### src/rtl/ifetch_buffer_if.sv
// Fetch-side bundle for ifetch_buffer: memory request/response, redirect and
// decode handshake. The master modport is the fetch buffer itself.
interface ifetch_buffer_if;
  logic        o_mem_req_valid;
  logic        i_mem_req_ready;
  logic [31:0] o_mem_req_addr;
  logic        i_mem_rsp_valid;
  logic [31:0] i_mem_rsp_data;
  logic        i_redirect;
  logic [31:0] i_redirect_pc;
  logic        o_inst_valid;
  logic        i_inst_ready;
  logic [31:0] o_inst;
  logic [31:0] o_inst_pc;
  logic        o_inst_trap;

  modport master (
    output o_mem_req_valid,
    output o_mem_req_addr,
    input  i_mem_req_ready,
    input  i_mem_rsp_valid,
    input  i_mem_rsp_data,
    input  i_redirect,
    input  i_redirect_pc,
    output o_inst_valid,
    output o_inst,
    output o_inst_pc,
    output o_inst_trap,
    input  i_inst_ready
  );

  modport slave (
    input  o_mem_req_valid,
    input  o_mem_req_addr,
    output i_mem_req_ready,
    output i_mem_rsp_valid,
    output i_mem_rsp_data,
    output i_redirect,
    output i_redirect_pc,
    input  o_inst_valid,
    input  o_inst,
    input  o_inst_pc,
    input  o_inst_trap,
    output i_inst_ready
  );
endinterface

### src/rtl/ifetch_buffer.sv
// Instruction fetch buffer: issues sequential word fetches, queues in-order
// responses with their PCs, and handles redirects and misaligned-target traps.
module ifetch_buffer #(
  parameter logic [31:0] RESET_ADDR      = 32'h0000_0000,
  parameter int unsigned DEPTH           = 4,
  parameter int unsigned MAX_OUTSTANDING = 2
) (
  input  logic           i_clk,
  input  logic           i_rst,
  ifetch_buffer_if.master bus
);

  localparam int unsigned PW = (DEPTH > 1) ? $clog2(DEPTH) : 1;
  localparam int unsigned CW = $clog2(DEPTH + 1);
  localparam int unsigned OW = $clog2(MAX_OUTSTANDING + 1);
  localparam int unsigned TW = (MAX_OUTSTANDING > 1) ? $clog2(MAX_OUTSTANDING) : 1;

  typedef enum logic {
    ST_RUN,
    ST_HALTED
  } fetch_state_t;

  typedef struct packed {
    logic [31:0] inst;
    logic [31:0] pc;
    logic        trap;
  } entry_t;

  fetch_state_t  state;
  logic [31:0]   pc;
  logic [OW-1:0] outstanding;
  logic [OW-1:0] drop_cnt;
  logic [PW-1:0] head;
  logic [PW-1:0] tail;
  logic [CW-1:0] count;
  logic [TW-1:0] tag_rd;
  logic [TW-1:0] tag_wr;

  entry_t        q      [DEPTH];
  logic [31:0]   tag_pc [MAX_OUTSTANDING];

  logic   req_valid;
  logic   accept;
  logic   rsp;
  logic   keep;
  logic   pop;
  logic   redirect;
  logic   trap_redirect;
  entry_t head_e;

  function automatic logic [TW-1:0] tag_next(input logic [TW-1:0] p);
    if (32'(p) == MAX_OUTSTANDING - 1) begin
      return '0;
    end
    return p + TW'(1);
  endfunction

  // Issue is held back so every in-flight response is guaranteed a queue slot.
  always_comb begin
    req_valid = 1'b0;
    if (!i_rst && !bus.i_redirect && state == ST_RUN &&
        (32'(outstanding) < MAX_OUTSTANDING) &&
        (32'(outstanding) + 32'(count) < DEPTH)) begin
      req_valid = 1'b1;
    end
  end

  assign redirect      = bus.i_redirect;
  assign trap_redirect = bus.i_redirect && (bus.i_redirect_pc[1:0] != 2'b00);
  assign accept        = req_valid && bus.i_mem_req_ready;
  assign rsp           = bus.i_mem_rsp_valid;
  assign keep          = rsp && (drop_cnt == '0) && !redirect;
  assign pop           = (count != '0) && bus.i_inst_ready && !redirect;

  always_ff @(posedge i_clk or posedge i_rst) begin
    if (i_rst) begin
      state       <= ST_RUN;
      pc          <= RESET_ADDR;
      outstanding <= '0;
      drop_cnt    <= '0;
      head        <= '0;
      tail        <= '0;
      count       <= '0;
      tag_rd      <= '0;
      tag_wr      <= '0;
    end else begin
      // The tag FIFO advances on every response, kept or dropped, so it always
      // lines up with the oldest in-flight request and needs no flush.
      if (accept) begin
        tag_wr <= tag_next(tag_wr);
      end
      if (rsp) begin
        tag_rd <= tag_next(tag_rd);
      end
      outstanding <= outstanding + OW'(accept) - OW'(rsp);

      if (redirect) begin
        pc       <= bus.i_redirect_pc;
        drop_cnt <= outstanding - OW'(rsp);
        head     <= '0;
        if (trap_redirect) begin
          tail  <= PW'(1);
          count <= CW'(1);
          state <= ST_HALTED;
        end else begin
          tail  <= '0;
          count <= '0;
          state <= ST_RUN;
        end
      end else begin
        if (accept) begin
          pc <= pc + 32'd4;
        end
        if (rsp && drop_cnt != '0) begin
          drop_cnt <= drop_cnt - OW'(1);
        end
        if (keep) begin
          tail <= tail + PW'(1);
        end
        if (pop) begin
          head <= head + PW'(1);
        end
        count <= count + CW'(keep) - CW'(pop);
      end
    end
  end

  // Data storage carries no reset; occupancy and pointers gate every read.
  always_ff @(posedge i_clk) begin
    if (accept) begin
      tag_pc[tag_wr] <= pc;
    end
    if (trap_redirect) begin
      q[0] <= '{inst: '0, pc: bus.i_redirect_pc, trap: 1'b1};
    end else if (keep) begin
      q[tail] <= '{inst: bus.i_mem_rsp_data, pc: tag_pc[tag_rd], trap: 1'b0};
    end
  end

  assign head_e = q[head];

  assign bus.o_mem_req_valid = req_valid;
  assign bus.o_mem_req_addr  = i_rst ? '0 : pc;
  assign bus.o_inst_valid    = (count != '0);
  assign bus.o_inst          = (count != '0) ? head_e.inst : '0;
  assign bus.o_inst_pc       = (count != '0) ? head_e.pc   : '0;
  assign bus.o_inst_trap     = (count != '0) ? head_e.trap : 1'b0;

endmodule

### src/flat_wrapper.sv
// flat-port wrapper written by rule: the top's interface ports become plain ports
module ifetch_buffer_flat 
#(
  parameter logic [31:0] RESET_ADDR      = 32'h0000_0000,
  parameter int unsigned DEPTH           = 4,
  parameter int unsigned MAX_OUTSTANDING = 2
)
  (i_clk, i_rst, bus_o_mem_req_valid, bus_o_mem_req_addr, bus_i_mem_req_ready, bus_i_mem_rsp_valid, bus_i_mem_rsp_data, bus_i_redirect, bus_i_redirect_pc, bus_o_inst_valid, bus_o_inst, bus_o_inst_pc, bus_o_inst_trap, bus_i_inst_ready);
  ifetch_buffer_if bus_i ();
  input  logic i_clk;
  input  logic i_rst;
  output wire logic [$bits(bus_i.o_mem_req_valid)-1:0] bus_o_mem_req_valid;
  output wire logic [$bits(bus_i.o_mem_req_addr)-1:0] bus_o_mem_req_addr;
  input wire logic [$bits(bus_i.i_mem_req_ready)-1:0] bus_i_mem_req_ready;
  input wire logic [$bits(bus_i.i_mem_rsp_valid)-1:0] bus_i_mem_rsp_valid;
  input wire logic [$bits(bus_i.i_mem_rsp_data)-1:0] bus_i_mem_rsp_data;
  input wire logic [$bits(bus_i.i_redirect)-1:0] bus_i_redirect;
  input wire logic [$bits(bus_i.i_redirect_pc)-1:0] bus_i_redirect_pc;
  output wire logic [$bits(bus_i.o_inst_valid)-1:0] bus_o_inst_valid;
  output wire logic [$bits(bus_i.o_inst)-1:0] bus_o_inst;
  output wire logic [$bits(bus_i.o_inst_pc)-1:0] bus_o_inst_pc;
  output wire logic [$bits(bus_i.o_inst_trap)-1:0] bus_o_inst_trap;
  input wire logic [$bits(bus_i.i_inst_ready)-1:0] bus_i_inst_ready;
  assign bus_o_mem_req_valid = bus_i.o_mem_req_valid;
  assign bus_o_mem_req_addr = bus_i.o_mem_req_addr;
  assign bus_i.i_mem_req_ready = bus_i_mem_req_ready;
  assign bus_i.i_mem_rsp_valid = bus_i_mem_rsp_valid;
  assign bus_i.i_mem_rsp_data = bus_i_mem_rsp_data;
  assign bus_i.i_redirect = bus_i_redirect;
  assign bus_i.i_redirect_pc = bus_i_redirect_pc;
  assign bus_o_inst_valid = bus_i.o_inst_valid;
  assign bus_o_inst = bus_i.o_inst;
  assign bus_o_inst_pc = bus_i.o_inst_pc;
  assign bus_o_inst_trap = bus_i.o_inst_trap;
  assign bus_i.i_inst_ready = bus_i_inst_ready;
  ifetch_buffer #(.RESET_ADDR(RESET_ADDR), .DEPTH(DEPTH), .MAX_OUTSTANDING(MAX_OUTSTANDING)) u_core (.i_clk(i_clk), .i_rst(i_rst), .bus(bus_i));
endmodule
### config.mk
export PLATFORM = sky130hd
export DESIGN_NAME = ifetch_buffer_flat
export DESIGN_NICKNAME = d
export VERILOG_FILES = /design/src/rtl/ifetch_buffer_if.sv /design/src/rtl/ifetch_buffer.sv /design/src/flat_wrapper.sv
export SDC_FILE = /design/constraint.sdc
export NUM_CORES = 1
export LEC_CHECK = 0
export BUFFER_PORTS_ARGS = -buffer_cell sky130_fd_sc_hd__buf_4
export CAP_MARGIN = 20
export CORE_MARGIN = 10
export CORE_UTILIZATION = 41
export DETAILED_ROUTE_END_ITERATION = 8
export PLACE_DENSITY = 0.66
export SLEW_MARGIN = 20
export SYNTH_ARGS = -nofsm -noshare
export SYNTH_HDL_FRONTEND = slang
export SYNTH_SLANG_ARGS = --single-unit
### constraint.sdc
create_clock -name i_clk -period 7.5 [get_ports i_clk]
set_input_delay 0.75 -clock i_clk [delete_from_list [all_inputs] [get_ports i_clk]]
set_output_delay 0.75 -clock i_clk [all_outputs]
set_load 0.1 [all_outputs]
==> out/metrics.cfg, run 1 <==
[status]
status=finished clean

[placed_design]
port_buffers=168
hpwl_um=22110
gp_congestion=0.8176
pre_cts_slack_ns=3.150

[critical_path]
r2r_cells=6
end_kind=flip-flop
cp-start-kind=flip-flop
path_max_fanout=25
worstSetupPathType=flip-flop to flip-flop
cp.arrival_ns=4.14
crit_required_ns=7.69

[clock_tree]
cts_buffers=39
cts_tree=built
clkSlewWorstSetupHoldPaths_ns=0.06
clkLatencyLatePin_ns=0.52
cts.sinks=370
cts-root-buf=clkbuf_16
post_cts_resize_count=0
cts_hold_buf=0
htreeDepth=2
cts_setup_buffers=0
max-clock-path-buffers=3

[synth]
syn_area_mm2=0.01537
ys_types=50
syn-instance-count=938
synth_nets=1016
yosys_warnings=0
ys_ff_latch=370
syn_area_per_cell_um2=16.39
seq_area_frac_synth_pct=70.78

[floorplanning]
initial_utilization_pct=41.79
io_pins=169
die-area_mm2=0.04564
design.core.area_mm2=0.03679
die_h_um=213.6
rows=70
die_width_um=213.6

[sta]
max_freq_mhz=253.4
finalCritPeriodShare_pct=52.62
rsz0062_at_grt=false
slew_violations=0
finalSetupViolations=0
final.setup.tns_ns=0
slew_headroom_pct=26.49
hold_violations=0
finClkSkew_ns=0.01264
post-route-worst-setup-slack_ns=3.554
tightestPinTransition_ns=1.103
period_needed_ns=3.946

[finish]
drive_gt1_share_pct=28.23
final_common_cell=edfxtp_1
fin_nets=1186
final.fill_count=3146
final_cell_mix=edfxtp_1 (324), buf_4 (178), and2_1 (100)
syn_to_final_growth_pct=20.09
antenna-diode-count=0

[power_and_ir_drop]
total_power_uw=6940
power.switching_uw=2696
peakVddDrop_mv=0.1798
seq_power_share_pct=37.8
p_leak_uw=0.006635
p_comb_share_pct=34.4
switching_share_pct=38.85
power.internal_uw=4243
powerDensity_mw_per_mm2=375.9
p_clk_share_pct=27.8

[global_routing]
grt_overflow=0
antenna_found_initial=0
first_global_vias=8793
grt_start_max_net_pins=67
grt_pass1_wl_um=53650
gr-usage-all-layers_pct=15.34

[job]
cap_viol_max_count=0

[route]
ant_nets=0
routedWlPerCell_um=22.03
via_count=8593
via_per_inst=5.354
first_pass_iters=6
wirelength_um=35360
drc=0
drt_iter0_drc=598

[min_path]
min-delay-path-class=primary input to flip-flop
hold-path-cell-count=3

[sequential cells by signal, indices dropped and copies added, names as in the netlist]
register / count
u_core.q: 260
u_core.tag_pc: 64
u_core.pc: 32
u_core.count: 3
u_core.drop_cnt: 2
u_core.head: 2
u_core.outstanding: 2
u_core.tail: 2
u_core.state: 1
u_core.tag_rd: 1
u_core.tag_wr: 1
[layout make-up]
type,count,area [um2],share of cell area (%)
Multi-Input combinational cell,503,4265,23.11
Clock buffer,52,1067,5.781
Clock inverter,18,207.7,1.125
Tap cell,468,585.6,3.172
Sequential cell,370,10890,58.99
Timing Repair Buffer,180,1391,7.537
Inverter,14,53.80,0.2914
[power by group through the flow]
stage | clock network (uW) | registers (uW) | logic [uW]
floorplan | 0 | 2540 | 1970
global placement | 0 | 2660 | 2410
detailed placement | 0 | 2670 | 2420
CTS | 1960 | 2630 | 2430
global route | 2050 | 2650 | 2510
finish | 1930 | 2620 | 2390
[routing by layer]
metal | GRT usage, % | wire (um) | vias up
li1 | - | - | 3913
met1 | 21.01 | 15710 | 4355
met2 | 24.67 | 16660 | 279
met3 | 3.139 | 2258 | 46
met4 | 3.740 | 734 | 0
met5 | 0 | 0 | -
[worst max-delay path, cell delays in order (launching register included)]
cell,delay (ns)
dfrtp_1,0.43
ha_1,0.23
nor4_2,0.26
nand4_2,0.64
inv_1,0.85
and2_1,0.75
buf_4,0.42
[cell families (layout without fill, tap and decap cells)]
kind of cell	Yosys count	in the layout	share of synthesized area (%)
AOI/OAI and AO/OA	88	88	3.492
xor gates and xnor gates	18	18	1.026
adders and majority gates	8	8	0.7000
buffers and inverters	65	264	1.750
DFF	370	370	70.78
muxes	103	103	12.02
and+or+nand+nor	286	286	10.23
[cell usage after synthesis (all sizes together)]
cell	n	share of area (%)
a32oi	1	0.057
buf	13	0.48
a21o	1	0.049
o31a	1	0.057
a21oi	8	0.26
o211ai	6	0.29
and4	1	0.057
mux4	65	9.5
nand4	13	0.67
fa	1	0.13
nand2b	3	0.12
edfxtp	324	63
o311ai	9	0.51
xnor2	5	0.28
clkbuf	38	0.93
or2	1	0.041
xor2	13	0.74
a31o	2	0.11
mux2i	35	2.3
nor3b	1	0.049
inv	14	0.34
and3	5	0.20
ha	7	0.57
nor2b	29	1.2
nand3	18	0.70
a41oi	1	0.057
nand2	74	1.8
a221o	4	0.26
dfrtp	46	7.5
nor4	3	0.20
o31ai	1	0.049
or3	2	0.081
nor3	6	0.27
o21ai	52	1.7
mux2	3	0.22
a22oi	1	0.049
and2	100	4.1
nor2	28	0.68
a31oi	1	0.041
or4	2	0.098
[worst paths after layout]
check                      slack, ns                 startpoint                              to
max                             3.55  u_core.count[1]$_DFF_PP0_  u_core.tag_pc[1][13]$_DFFE_PP_
min                             0.45      bus_i_redirect_pc[12]       u_core.pc[12]$_DFFE_PP0P_
max reg2reg                     3.55  u_core.count[1]$_DFF_PP0_  u_core.tag_pc[1][13]$_DFFE_PP_
min reg2reg                     0.51   u_core.pc[1]$_DFFE_PP0P_   u_core.tag_pc[1][1]$_DFFE_PP_
max in group asynchronous       6.34                      i_rst      u_core.head[1]$_DFFE_PP0P_
min in group asynchronous       0.57                      i_rst       u_core.pc[27]$_DFFE_PP0P_
[metrics by stage]
| step | instance area [um2] | hold WS, ns | utilization [%] | instances |
|---|---|---|---|---|
| floorplan | 15370 | 0.4368 | - | 938 |
| global placement | 17130 | 0.4911 | 46.56 | 1533 |
| detailed placement | 17130 | 0.5000 | 46.56 | 1533 |
| CTS | 18400 | 0.4338 | 50.03 | 1603 |
| global route | 18460 | 0.4488 | 50.18 | 1605 |
| finish | 18460 | 0.4481 | 50.18 | 1605 |
(Power assumes the default switching activity.)
==> inputs of run 2 (changes only) <==
- ABC_AREA: default -> 1
- clock period: 7.5 -> 3.71 ns (I/O delays scaled with it)
==> run 2 against run 1 <==
First-iteration DRC count rose by 46%. Power rose by 98%. Sequential share of layout area fell by 2.9 points. Routed wire length rose by 19%. Worst setup slack got worse by 2.9 ns.
==> out/metrics.cfg, run 2 <==
[status]
status=finished clean  ; unchanged

[global_routing]
gr-usage-all-layers_pct=17.06  ; was 15.34%
first_global_vias=11370  ; was 8,793
grt_overflow=0  ; unchanged
antenna_found_initial=0  ; unchanged
grt_start_max_net_pins=95  ; was 67
grt_pass1_wl_um=64300  ; was 53,650 um

[finish]
syn_to_final_growth_pct=19.11  ; was 20.09%
drive_gt1_share_pct=15.47  ; was 28.23%
fin_cells=2315  ; was 1,605
largest_reg_flops=260  ; unchanged
largestRegisters=u_core.q x260, u_core.tag_pc x64, u_core.pc x32  ; unchanged
fin_nets=1847  ; was 1,186
final.fill_count=3527  ; was 3,146
final_cell_mix=nor2_1 (375), edfxtp_1 (324), nand2_1 (268)  ; was edfxtp_1 (324), buf_4 (178), and2_1 (100)
antenna-diode-count=0  ; unchanged
regMostFlops=u_core.q  ; unchanged
final_common_cell=nor2_1  ; was edfxtp_1

[sta]
slew_headroom_pct=36.16  ; was 26.49%
tightestPinTransition_ns=0.9576  ; was 1.103 ns
finalSetupViolations=0  ; unchanged
rsz0062_at_grt=false  ; unchanged
finClkSkew_ns=0.01910  ; was 0.01264 ns
slew_violations=0  ; unchanged
finalCritPeriodShare_pct=81.37
period_needed_ns=3.019
max_freq_mhz=331.3
holdWs_ns=0.07267  ; was 0.4481 ns
hold_violations=0  ; unchanged

[synth]
syn_area_mm2=0.01630  ; was 0.01537 mm2
seq_area_frac_synth_pct=66.76  ; was 70.78%
ys_ff_latch=370  ; unchanged
ys_types=31  ; was 50
synth_nets=1700  ; was 1,016
syn_area_per_cell_um2=10.05  ; was 16.39 um2
yosysMostFrequentCell=nor2_1  ; was edfxtp_1
synth_flop_cell=edfxtp_1  ; unchanged
synth_top_area_share_pct=59.70  ; was 63.29%
yosys_warnings=0  ; unchanged
synth_edf_count=324  ; unchanged
yosysTopAreaCell=edfxtp_1  ; unchanged
syn-instance-count=1622  ; was 938
synthTopCellsByCount=nor2_1 (378), edfxtp_1 (324), nand2_1 (268)  ; was edfxtp_1 (324), and2_1 (100), nand2_1 (74)
yosys-top-cells-area=edfxtp_1 (60%), nor2_1 (8.7%), dfrtp_1 (7.1%)  ; was edfxtp_1 (63%), mux4_2 (9.5%), dfrtp_1 (7.5%)
async_flop_share_pct=12.43  ; unchanged

[clock_tree]
clkSlewWorstSetupHoldPaths_ns=0.06  ; about the same
cts_tree=built  ; unchanged
cts_hold_buf=0  ; unchanged
max-clock-path-buffers=3  ; unchanged
cts_buffers=40  ; was 39
cts-root-buf=clkbuf_16  ; unchanged
clkLatencyLatePin_ns=0.52  ; about the same
post_cts_resize_count=0  ; unchanged
htreeDepth=2  ; unchanged
cts_setup_buffers=0  ; unchanged
cts.sinks=370  ; unchanged

[placed_design]
dp.cells=2245  ; was 1,533
hpwl_um=26270  ; was 22,110 um
gp_congestion=0.8688  ; was 0.8176
port_buffers=168  ; unchanged

[route]
drt_iter0_drc=873  ; was 598
drc=0  ; unchanged
via_count=11680  ; was 8,593
via_per_inst=5.044  ; was 5.354
routedWlPerCell_um=18.12  ; was 22.03 um
first_pass_iters=5  ; was 6
wirelength_um=41940  ; was 35,360 um
ant_nets=0  ; unchanged

[critical_path]
crit_required_ns=3.34  ; was 7.69 ns
critical_path.startpoint=u_core.head[0]$_DFFE_PP0P_  ; was u_core.count[1]$_DFF_PP0_
path_max_fanout=35  ; was 25
path_cells=buf_4 > nor2_1 > nor2_1 > o21ai_0 > a21oi_1 > buf_4  ; was ha_1 > nor4_2 > nand4_2 > inv_1 > and2_1 > buf_4
cp.arrival_ns=2.65  ; was 4.14 ns
crit_path_max_incr_delay_ns=0.68  ; was 0.85 ns
cp-start-kind=flip-flop  ; unchanged
worstSetupPathType=flip-flop to output port  ; was flip-flop to flip-flop
end_kind=output port  ; was flip-flop
worst_r2r_startpoint=u_core.drop_cnt[0]$_DFFE_PP0P_  ; was u_core.count[1]$_DFF_PP0_
cpMaxStageDelayCell=dfrtp_4  ; was inv_1

[floorplanning]
rows=72  ; was 70
design.core.area_mm2=0.03901  ; was 0.03679 mm2
die_width_um=219.4  ; was 213.6 um
die_h_um=219.4  ; was 213.6 um
die-area_mm2=0.04813  ; was 0.04564 mm2
initial_utilization_pct=41.78  ; was 41.79%
io_pins=169  ; unchanged

[power_and_ir_drop]
powerDensity_mw_per_mm2=706.7  ; was 375.9 mW/mm2
peakVddDrop_mv=0.3132  ; was 0.1798 mV
p_leak_uw=0.007696  ; was 0.006635 uW

[job]
cap_viol_max_count=0  ; unchanged

[min_path]
hold_start=bus_i_mem_rsp_valid  ; was bus_i_redirect_pc[12]
min-delay-path-class=primary input to flip-flop  ; unchanged

[run 2: cell count changes in the layout (fill, tap and decap cells not counted), sizes merged, moves of 9 or more]
cell	delta
o21ai	+157
nand4	-11
nor2	+355
mux2i	-35
buf	+9
nand2	+197
a21oi	+64
nand3	+42
o311ai	-9
nor2b	-29
inv	+125
mux4	-65
and2	-100
[run 2: worst paths after layout]
kind	end	slack, ns	cells after the start
setup / recovery	bus_o_inst_pc[31]	0.69	6
hold / removal	u_core.tag_rd$_DFFE_PP0P_	0.07	2
setup reg to reg	u_core.q[2][36]$_DFFE_PP_	1.09	7
hold reg to reg	u_core.tag_pc[1][1]$_DFFE_PP_	0.48	0
max in group asynchronous	u_core.head[0]$_DFFE_PP0P_	2.98	3
min in group asynchronous	u_core.tag_rd$_DFFE_PP0P_	0.23	3
[run 2: through the flow]
stage / setup WS [ns] / area (um2) / power (uW) / util, % / setup TNS, ns
after floorplan: -0.3140 / 16340 / 8721 / - / -20.10
final: 0.6911 / 19410 / 13720 / 49.77 / 0
after CTS: 0.6743 / 19410 / 13820 / 49.77 / 0
after detailed placement: 1.052 / 18110 / 9895 / 46.44 / 0
after global routing: 0.5130 / 19410 / 14280 / 49.77 / 0
after global placement: 1.057 / 18110 / 9845 / 46.44 / 0
[run 2: cell families (layout without fill, tap and decap cells)]
logic type      count (synthesis)  after routing  share of synthesized area [%]
simple gates                  722            722                          17.62
flops                         370            370                          66.76
compound gates                285            285                          8.798
buf+inv                       229            404                          5.735
fa+ha+maj                       8              8                         0.6602
xor+xnor                        8              8                         0.4299
[run 2: layout make-up]
| class | instances | area [um2] | area share [%] |
|---|---|---|---|
| clock buffers | 52 | 1077 | 5.549 |
| multi-input cells | 1023 | 4541 | 23.39 |
| repair buffers | 189 | 1494 | 7.696 |
| flip-flops and latches | 370 | 10890 | 56.07 |
| inverters | 145 | 545.5 | 2.810 |
| clock inverters | 18 | 221.5 | 1.141 |
| well taps | 518 | 648.1 | 3.339 |
[run 2: where the power goes]
| part | total (uW) | leakage, uW | internal, uW | switching (uW) |
|---|---|---|---|---|
| Clock | 3940 | 0.000624 | 2390 | 1550 |
| Sequential | 5170 | 0.00345 | 4940 | 228 |
| Combinational | 4610 | 0.00362 | 920 | 3690 |
[run 2: per-layer routing]
metal | track usage, % | part of all wire, % | wire, um
met4 | 5.378 | 2.7 | 1117
met1 | 23.06 | 44 | 18460
met5 | 0 | 0 | 0
met2 | 27.00 | 46 | 19180
met3 | 3.618 | 7.6 | 3190
[run 2: worst max-delay path, delay by kind of cell, from the launching register on]
family / cells / cell delay [ns]
AND/OR/NAND/NOR: 2 / 0.21
buffers and inverters: 2 / 0.79
flip-flops: 1 / 0.68
AO/OA/AOI/OAI: 2 / 0.42
==> inputs of run 3 (changes only) <==
- PLACE_DENSITY: 0.66 -> 0.68
- clock period: 3.71 -> 2.4 ns (I/O delays scaled with it)
==> run 3 against run 2 <==
Clock power is 50% higher. Routed wire length is 5.3% higher. First-iteration DRC count is 11% higher. Core utilization is 3.4 points higher. Non-clock buffer count is 45 higher. Largest cell class unchanged. Largest power group is now combinational logic. Highest routed layer unchanged.
==> out/metrics.cfg, run 3 (same netlist as run 2, synthesis figures left out) <==
[critical_path]
cp-start-kind=flip-flop  ; unchanged
rrSetupSlack_ns=0.24  ; was 1.09 ns
worst_r2r_startpoint=u_core.count[1]$_DFF_PP0_  ; was u_core.drop_cnt[0]$_DFFE_PP0P_
cpMaxStageDelayCell=dfrtp_4  ; unchanged
path_cells=buf_4 > clkinv_8 > buf_12 > o21ai_0 > a21oi_2 > buf_12  ; was buf_4 > nor2_1 > nor2_1 > o21ai_0 > a21oi_1 > buf_4
crit_required_ns=2.16  ; was 3.34 ns
crit_path_max_incr_delay_ns=0.48  ; was 0.68 ns
r2r_cells=13  ; was 7
r2r_end=u_core.count[2]$_DFF_PP0_  ; was u_core.q[2][36]$_DFFE_PP_
cp_top_family=buffers and inverters  ; unchanged
path_max_fanout=12  ; was 35
crit_buf_inv=4  ; was 2
cp-endpoint=bus_o_inst_pc[17]  ; was bus_o_inst_pc[31]
critical_path.startpoint=u_core.head[0]$_DFFE_PP0P_  ; unchanged
cp.arrival_ns=2.13  ; was 2.65 ns
crit_cells=6  ; unchanged
worstSetupPathType=flip-flop to output port  ; unchanged
path_common_cell=buf_12
end_kind=output port  ; unchanged

[finish]
largestRegisters=u_core.q x260, u_core.tag_pc x64, u_core.pc x32  ; unchanged
postLayoutCellArea_mm2=0.02074  ; was 0.01941 mm2
drive_gt1_share_pct=20.53  ; was 15.47%
antenna-diode-count=0  ; unchanged
final_common_cell=nor2_1  ; unchanged
fin_util_pct=53.17  ; was 49.77%
regMostFlops=u_core.q  ; unchanged
largest_reg_flops=260  ; unchanged
syn_to_final_growth_pct=27.25  ; was 19.11%
final_cell_mix=nor2_1 (374), edfxtp_1 (324), nand2_1 (267)  ; was nor2_1 (375), edfxtp_1 (324), nand2_1 (268)
fin_nets=1892  ; was 1,847

[global_routing]
grt_pass1_wl_um=65120  ; was 64,300 um
grt_start_max_net_pins=67  ; was 95
first_global_vias=11660  ; was 11,370
grt_overflow=0  ; unchanged
gr-usage-all-layers_pct=17.17  ; was 17.06%
antenna_found_initial=0  ; unchanged

[route]
first_pass_iters=5  ; unchanged
via_count=11890  ; was 11,680
ant_nets=0  ; unchanged
wirelength_um=44180  ; was 41,940 um
via_per_inst=5.030  ; was 5.044
drt_iter0_drc=973  ; was 873
drc=0  ; unchanged
routedWlPerCell_um=18.69  ; was 18.12 um

[sta]
final.setup.tns_ns=0  ; unchanged
finalCritPeriodShare_pct=98.88
tightestPinTransition_ns=0.7583  ; was 0.9576 ns
slew_violations=0  ; unchanged
max_freq_mhz=421.4
rsz0062_at_grt=true  ; was false
hold_violations=0  ; unchanged
slew_headroom_pct=48.92  ; was 36.16%
holdWs_ns=0.01879  ; was 0.07267 ns
finClkSkew_ns=0.02406  ; was 0.01910 ns
finalSetupViolations=0  ; unchanged
post-route-worst-setup-slack_ns=0.02683  ; was 0.6911 ns
period_needed_ns=2.373

[clock_tree]
cts_buffers=40  ; unchanged
max-clock-path-buffers=3  ; unchanged
cts_tree=built  ; unchanged
cts.sinks=370  ; unchanged
clkSlewWorstSetupHoldPaths_ns=0.06  ; about the same
cts-root-buf=clkbuf_16  ; unchanged
clkLatencyLatePin_ns=0.54  ; was 0.52 ns
htreeDepth=2  ; unchanged

[power_and_ir_drop]
powerDensity_mw_per_mm2=1069  ; was 706.7 mW/mm2
peakVddDrop_mv=0.5961  ; was 0.3132 mV
p_leak_uw=0.008154  ; was 0.007696 uW

[placed_design]
placement.cell_area_mm2=0.01862  ; was 0.01811 mm2
port_buffers=168  ; unchanged
gp_congestion=0.8654  ; was 0.8688
hpwl_um=26690  ; was 26,270 um
pre_cts_slack_ns=0.1751  ; was 1.052 ns

[min_path]
hold_start=bus_i_redirect_pc[16]  ; was bus_i_mem_rsp_valid
min-delay-path-class=primary input to flip-flop  ; unchanged

[floorplanning]
die-area_mm2=0.04813  ; unchanged
initial_utilization_pct=41.78  ; unchanged
design.core.area_mm2=0.03901  ; unchanged
die_h_um=219.4  ; unchanged
rows=72  ; unchanged
io_pins=169  ; unchanged
die_width_um=219.4  ; unchanged

[job]
cap_viol_max_count=0  ; unchanged

[status]
status=finished clean  ; unchanged

==> run 3: cell count changes in the layout (fill, tap and decap cells not counted), moves of 3 or more <==
cell           delta
buf_12           +19
buf_8             +7
a21oi_1          -65
o21ai_0           -3
inv_6             +4
clkinv_1          +5
buf_16            +4
a21oi_2          +65
buf_6            +39
clkbuf_16        +10
o21ai_1           +3
buf_4            -51
dlygate4sd3_1    +16
==> run 3: metal layers <==
layer | global-route usage [%] | vias up | wire (um)
li1 | - | 5791 | -
met1 | 22.93 | 5693 | 19480
met2 | 27.99 | 343 | 20960
met3 | 3.370 | 65 | 2800
met4 | 4.735 | 0 | 930
met5 | 0 | - | 0
==> run 3: worst min-delay path by stage <==
stage,to,slack [ns],cells past startpoint
finish,u_core.pc[16]$_DFFE_PP0P_,0.02,5
global route,u_core.pc[18]$_DFFE_PP0P_,0.03,5
CTS,u_core.pc[20]$_DFFE_PP0P_,0.005,5
detailed placement,u_core.tag_pc[0][1]$_DFFE_PP_,0.46,0
global placement,u_core.tag_pc[1][0]$_DFFE_PP_,0.45,0
floorplan,u_core.count[0]$_DFF_PP0_,0.22,2
==> run 3: worst register-to-register path, cell delays in order, from the launching register on <==
cell and delay, ns:
dfrtp_2 0.44, inv_1 0.06, nand2_1 0.10, nor2_4 0.13, nor2_1 0.06, inv_1 0.07
nor2_1 0.04, ha_1 0.26, inv_1 0.06, ha_1 0.13, inv_1 0.05, fa_1 0.37
and3_1 0.19, nor3_2 0.11
==> run 3: cell type report <==
type / count / area [um2]
fill: 3359 / 18270
sequential: 370 / 10890
multi-input combinational: 1023 / 4817
timing repair buffer: 234 / 2561
clock buffer: 50 / 1060
tap: 518 / 648.1
inverter: 145 / 565.5
clock inverter: 24 / 201.4
==> run 3: power by group <==
group | leakage (uW) | internal [uW] | total, uW | switching [uW]
logic | 0.00409 | 2220 | 8340 | 6120
clock network | 0.000616 | 3470 | 5900 | 2430
registers | 0.00345 | 7640 | 7940 | 294
==> run 3: timing repair <==
item                                    in CTS  in global routing
endpoints found under the setup margin      65                 66
gates cloned                                 1                 11
hold buffers                                16                  0
buffers inserted                             0                  5
gates resized for setup                     37                 68
endpoints found under the hold margin       16                  0
pin swaps                                    4                  7
==> run 3: through the flow <==
stage                     total power (uW)  cells
after floorplan                      13780   1622
after global placement               15550   2257
after detailed placement             15650   2257
after CTS                            21790   2348
after global routing                 23070   2364
final                                22180   2364
